**config.mk**
```make
export PLATFORM = sky130hd
export DESIGN_NAME = crc_stream_engine
export DESIGN_NICKNAME = d
export VERILOG_FILES = /design/src/rtl/crc_stream_engine.sv
export SDC_FILE = /design/constraint.sdc
export NUM_CORES = 2
export LEC_CHECK = 0
export CAP_MARGIN = 0
export CORE_ASPECT_RATIO = 2
export CORE_MARGIN = 5
export CORE_UTILIZATION = 45
export CTS_BUF_LIST = sky130_fd_sc_hd__clkbuf_8
export CTS_CLUSTER_DIAMETER = 30
export DETAILED_ROUTE_END_ITERATION = 10
export GPL_TIMING_DRIVEN = 1
export PLACE_DENSITY_LB_ADDON = 0.08
export SLEW_MARGIN = 40
export SYNTH_ARGS = -nofsm -noshare
export SYNTH_HDL_FRONTEND = slang
export SYNTH_SLANG_ARGS = --single-unit
```
**constraint.sdc**
```tcl
create_clock -name clk -period 78.5 [get_ports clk]
set_clock_uncertainty 0.2 [all_clocks]
set_input_delay 11.775 -clock clk [delete_from_list [all_inputs] [get_ports clk]]
set_output_delay 11.775 -clock clk [all_outputs]
set_load 0.1 [all_outputs]
```
**src/rtl/crc_stream_engine.sv**
```systemverilog
// Streaming CRC engine: accumulates a running CRC over multi-beat, byte-enabled messages
// and returns one finalised CRC plus a saturating byte count per message.
module crc_stream_engine #(
    parameter int unsigned DATA_BYTES = 8,
    parameter int unsigned CRC_WIDTH  = 32
) (
    input  logic                    clk,
    input  logic                    n_rst,
    input  logic [CRC_WIDTH-1:0]    cfg_polynomial_i,
    input  logic [CRC_WIDTH-1:0]    cfg_init_i,
    input  logic [CRC_WIDTH-1:0]    cfg_xor_out_i,
    input  logic                    cfg_reflect_in_i,
    input  logic                    cfg_reflect_out_i,
    input  logic                    s_valid_i,
    output logic                    s_ready_o,
    input  logic [DATA_BYTES*8-1:0] s_data_i,
    input  logic [DATA_BYTES-1:0]   s_keep_i,
    input  logic                    s_last_i,
    input  logic                    s_abort_i,
    output logic                    m_valid_o,
    input  logic                    m_ready_i,
    output logic [CRC_WIDTH-1:0]    m_crc_o,
    output logic [31:0]             m_bytes_o
);

    typedef enum logic [1:0] {StIdle, StAccum, StResult} state_e;

    state_e               state_q;
    logic [CRC_WIDTH-1:0] poly_q, xor_out_q, crc_q, m_crc_q;
    logic                 reflect_in_q, reflect_out_q, s_ready_q, m_valid_q;
    logic [31:0]          bytes_q, m_bytes_q;

    logic                 is_idle, accept, abort;
    logic [CRC_WIDTH-1:0] poly_eff, xor_eff, crc_start, crc_next, crc_xored, crc_final;
    logic                 rin_eff, rout_eff;
    logic [31:0]          bytes_base, keep_count, bytes_next;
    logic [32:0]          bytes_sum;

    assign is_idle = (state_q == StIdle);
    assign accept  = s_valid_i & s_ready_q;
    assign abort   = s_abort_i & (state_q != StResult);

    // The first beat of a message uses the live config; later beats use the captured copy.
    assign poly_eff   = is_idle ? cfg_polynomial_i  : poly_q;
    assign xor_eff    = is_idle ? cfg_xor_out_i     : xor_out_q;
    assign rin_eff    = is_idle ? cfg_reflect_in_i  : reflect_in_q;
    assign rout_eff   = is_idle ? cfg_reflect_out_i : reflect_out_q;
    assign crc_start  = is_idle ? cfg_init_i        : crc_q;
    assign bytes_base = is_idle ? 32'd0             : bytes_q;

    always_comb begin
        logic [7:0] b;
        logic [7:0] b_rev;
        crc_next = crc_start;
        b        = '0;
        b_rev    = '0;
        for (int unsigned i = 0; i < DATA_BYTES; i++) begin
            if (s_keep_i[DATA_BYTES-1-i]) begin
                b = s_data_i[8*(DATA_BYTES-1-i) +: 8];
                for (int unsigned k = 0; k < 8; k++) begin
                    b_rev[k] = b[7-k];
                end
                if (rin_eff) begin
                    b = b_rev;
                end
                crc_next = crc_next ^ (CRC_WIDTH'(b) << (CRC_WIDTH-8));
                for (int unsigned k = 0; k < 8; k++) begin
                    crc_next = crc_next[CRC_WIDTH-1] ? ((crc_next << 1) ^ poly_eff)
                                                     : (crc_next << 1);
                end
            end
        end
    end

    always_comb begin
        crc_xored = crc_next ^ xor_eff;
        crc_final = crc_xored;
        if (rout_eff) begin
            for (int unsigned k = 0; k < CRC_WIDTH; k++) begin
                crc_final[k] = crc_xored[CRC_WIDTH-1-k];
            end
        end
    end

    always_comb begin
        keep_count = '0;
        for (int unsigned i = 0; i < DATA_BYTES; i++) begin
            keep_count = keep_count + 32'(s_keep_i[i]);
        end
        bytes_sum  = {1'b0, bytes_base} + {1'b0, keep_count};
        bytes_next = bytes_sum[32] ? 32'hFFFF_FFFF : bytes_sum[31:0];
    end

    always_ff @(posedge clk or negedge n_rst) begin
        if (!n_rst) begin
            state_q       <= StIdle;
            poly_q        <= '0;
            xor_out_q     <= '0;
            reflect_in_q  <= 1'b0;
            reflect_out_q <= 1'b0;
            crc_q         <= '0;
            bytes_q       <= '0;
            m_crc_q       <= '0;
            m_bytes_q     <= '0;
            m_valid_q     <= 1'b0;
            s_ready_q     <= 1'b1;
        end else begin
            unique case (state_q)
                StIdle, StAccum: begin
                    // Abort takes priority over a beat presented in the same cycle.
                    if (abort) begin
                        state_q <= StIdle;
                        crc_q   <= '0;
                        bytes_q <= '0;
                    end else if (accept) begin
                        crc_q   <= crc_next;
                        bytes_q <= bytes_next;
                        if (is_idle) begin
                            poly_q        <= cfg_polynomial_i;
                            xor_out_q     <= cfg_xor_out_i;
                            reflect_in_q  <= cfg_reflect_in_i;
                            reflect_out_q <= cfg_reflect_out_i;
                        end
                        if (s_last_i) begin
                            state_q   <= StResult;
                            m_crc_q   <= crc_final;
                            m_bytes_q <= bytes_next;
                            m_valid_q <= 1'b1;
                            s_ready_q <= 1'b0;
                        end else begin
                            state_q <= StAccum;
                        end
                    end
                end
                StResult: begin
                    if (m_ready_i) begin
                        state_q   <= StIdle;
                        m_valid_q <= 1'b0;
                        s_ready_q <= 1'b1;
                        crc_q     <= '0;
                        bytes_q   <= '0;
                    end
                end
                default: begin
                    state_q   <= StIdle;
                    m_valid_q <= 1'b0;
                    s_ready_q <= 1'b1;
                end
            endcase
        end
    end

    assign s_ready_o = s_ready_q;
    assign m_valid_o = m_valid_q;
    assign m_crc_o   = m_crc_q;
    assign m_bytes_o = m_bytes_q;

endmodule

```
==> results.sh <==
export IMPL_rsz0062_at_grt="no"
export IMPL_synthXorXnorAreaFrac=0.330
export IMPL_core_area_um2=118000
export IMPL_hold_viol=0
export IMPL_synthAdderAreaFrac=0.00329
export IMPL_holdCritPathClass="reg2reg"
export IMPL_groute_usage_overall=0.418
export IMPL_synth_area_top_cells="xnor2_1, nor2_1, dfrtp_1"
export IMPL_ys_seq_elements=198
export IMPL_setup_worst_path_end_class="register"
export IMPL_die_width_um=253
export IMPL_proportion_of_layout_cells_with_a_drive_suffix_above_1=0.0943
export IMPL_synth_edf_count=0
export IMPL_critPathMaxFanout=41
export IMPL_post_cts_repair_setup_buffers=0
export IMPL_tritoncts_clock_tree="done"
export IMPL_async_flop_share=1.00
export IMPL_fin_tns_setup_ns=0
export IMPL_post_place_ws_ns=30.56
export IMPL_cts_root_buf="clkbuf_8"
export IMPL_growth_of_design_area_from_synthesis_to_finish_pct=6.57
export IMPL_synth_most_common_cell="nor2_1"
export IMPL_final_max_slew_violation_count=0
export IMPL_crit_path_start_kind="input pin"
export IMPL_first_global_vias=54800
export IMPL_worst_path_most_repeated_cell="buf_4"
export IMPL_combinational_family_with_the_most_area_after_synthesis="XOR/XNOR gates"
export IMPL_htree_num_levels=4
export IMPL_crit_required_ns=78.80
export IMPL_cts_hold_buf=0
export IMPL_layout_nets=7689
export IMPL_cts_inserted_buffers=17
export IMPL_timing_critical_path_slowest_stage_cell="xnor3_2"
export IMPL_post_cts_resized_instances=0
export IMPL_clk_transition_reported_paths_ns=0.12
export IMPL_std_cell_rows=178
export IMPL_syn_avg_cell_area_um2=6.92
export IMPL_dp_final_hpwl_um=203000
export IMPL_gpl_final_weighted_congestion=1.02
export IMPL_layout_min_cycle_time_ns=48.10
export IMPL_post_synth_top_area_cell="xnor2_1"
export IMPL_detail_route_wirelength_um=273000
export IMPL_synthSimpleGateAreaFrac=0.244
export IMPL_fp_dieArea_um2=126000
export IMPL_ys_warnings_count=0
export IMPL_outcome="finished clean"
export IMPL_synth_compound_gate_area_share=0.195
export IMPL_worstHoldPathCells=2
export IMPL_clkSinkCount=198
export IMPL_grt_pass1_wl_um=389000
export IMPL_routedWlPerCell_um=30.2
export IMPL_measured_slew_at_the_worst_slew_check_pin_ns=0.962
export IMPL_top_ports=242
export IMPL_slack_of_the_worst_reg_to_reg_path_ns=40.81
export IMPL_antenna_violating_nets_post_route=0
export IMPL_ys_seq_area_frac=0.0932
export IMPL_globalRoute_totalOverflow=0
export IMPL_clk_latency_ns=0.63
export IMPL_ctsLongestPathBuffers=2
export IMPL_chipHeight_um=496
export IMPL_viasPerCell=6.34
export IMPL_maxCapViolations=0
export IMPL_criticalPathCategory="in2reg"
export IMPL_longest_individual_stage_delay_on_the_worst_path_ns=0.76
export IMPL_fin_ws_ns=30.40
export IMPL_layout_worst_path_cycle_share=0.613
export IMPL_detail_route_drc_violations=0
export IMPL_detail_route_iter0_violations=6609
export IMPL_finish_utilization=0.482
export IMPL_mappedNetlistNets=7876
export IMPL_worst_r2r_path_depth=108
export IMPL_io_buffer_count=241
export IMPL_synth_cells=7689
export IMPL_synth_cells_most_frequent="nor2_1, xnor2_1, nand2_1"
export IMPL_netlist_area_um2=53200
export IMPL_postSynth_topFlopCell="dfrtp_1"
export IMPL_largest_net_degree_at_the_start_of_global_routing=81
export IMPL_drt_first_pass_iters=10
export IMPL_setup_violations=0
export IMPL_cp_arrival_ns=48.41
export IMPL_fmaxAchievable_mhz=20.8
export IMPL_synth_area_mux_share=0.0620
export IMPL_initial_core_util=0.452
export IMPL_yosysUniqueCellTypes=138
export IMPL_netlist_area_leader_share=0.262
export IMPL_vias_post_dr=57400
export IMPL_relSlewSlack=0.352
export IMPL_antenna_violations_before_repair=15
==> routing by layer <==
metal / track usage / routed length [um] / part of all wire / vias up
met1: 0.431 / 89500 / 0.33 / 27100
met2: 0.684 / 125000 / 0.46 / 3241
met4: 0.430 / 37100 / 0.14 / 14
met3: 0.0806 / 21400 / 0.078 / 1306
li1: - / - / - / 25700
met5: 0 / 92 / 0.00034 / -
==> worst max-delay path, delay by kind of cell <==
family | cells | cell delay [ns]
multiplexers | 5 | 1.94
AO/OA/AOI/OAI | 38 | 11.09
XOR/XNOR | 19 | 6.74
AND/OR/NAND/NOR | 34 | 12.52
buffers and inverters | 12 | 4.13
==> stage by stage <==
| step | hold slack, ns | cells | cell area [um2] |
|---|---|---|---|
| floorplan | 0.242 | 7689 | 53200 |
| global placement | 0.258 | 9010 | 56300 |
| detailed placement | 0.262 | 9012 | 56100 |
| CTS | 0.293 | 9044 | 56500 |
| global route | 0.315 | 9046 | 56600 |
| finish | 0.287 | 9054 | 56700 |
==> flip-flops by register name (all words and copies together), names as in the netlist <==
name           flops
m_bytes_o         32
bytes_q           32
xor_out_q         32
state_q            2
reflect_in_q       1
s_ready_o          1
m_crc_o           32
poly_q            32
reflect_out_q      1
m_valid_o          1
crc_q             32
==> worst paths after layout <==
path | endpoint | from
max | m_crc_o[26] | cfg_reflect_in_i
min | m_bytes_o[3] | m_bytes_o[3]
max reg2reg | m_crc_o[26] | state_q[1]
min reg2reg | m_bytes_o[3] | m_bytes_o[3]
max in group asynchronous | bytes_q[15] | n_rst
min in group asynchronous | xor_out_q[7] | n_rst
==> placed cells by master, fill, tap and decap left out, types with 68 or more instances in the layout <==
cell and count:
nor2_1 1814, xnor2_1 1568, nand2_1 635, a21oi_1 354
o21ai_0 284, buf_4 238, mux2i_1 216, dfrtp_1 197
clkdlybuf4s50_1 166, xor2_1 137, nand3_1 129, nor3_1 128
o22ai_1 121, o21ai_1 88, buf_2 74, xnor3_1 68
==> area by class of cell <==
cell class                      instances  area (um2)
Sequential cell                       198        4960
Timing Repair Buffer                  488        3980
Inverter                               27         101
Fill cell                           12100       60900
Clock inverter                         14         199
Clock buffer                           18         248
Multi-Input combinational cell       6770       45200
Antenna cell                            9        22.5
Tap cell                             1530        1910
==> cells by family (layout without fill, tap and decap cells) <==
kind of cell,after synthesis,in the layout
and+or+nand+nor,3075,3075
xor gates and xnor gates,1842,1842
AOI/OAI and AO/OA,1523,1523
buffers and inverters,721,547
muxes,319,319
DFF,198,198
adders and majority gates,11,11
other,0,9
Power is left out: the tool's default activity adds up to more than one toggle a clock period on the data nets, which glitch-free logic cannot reach.
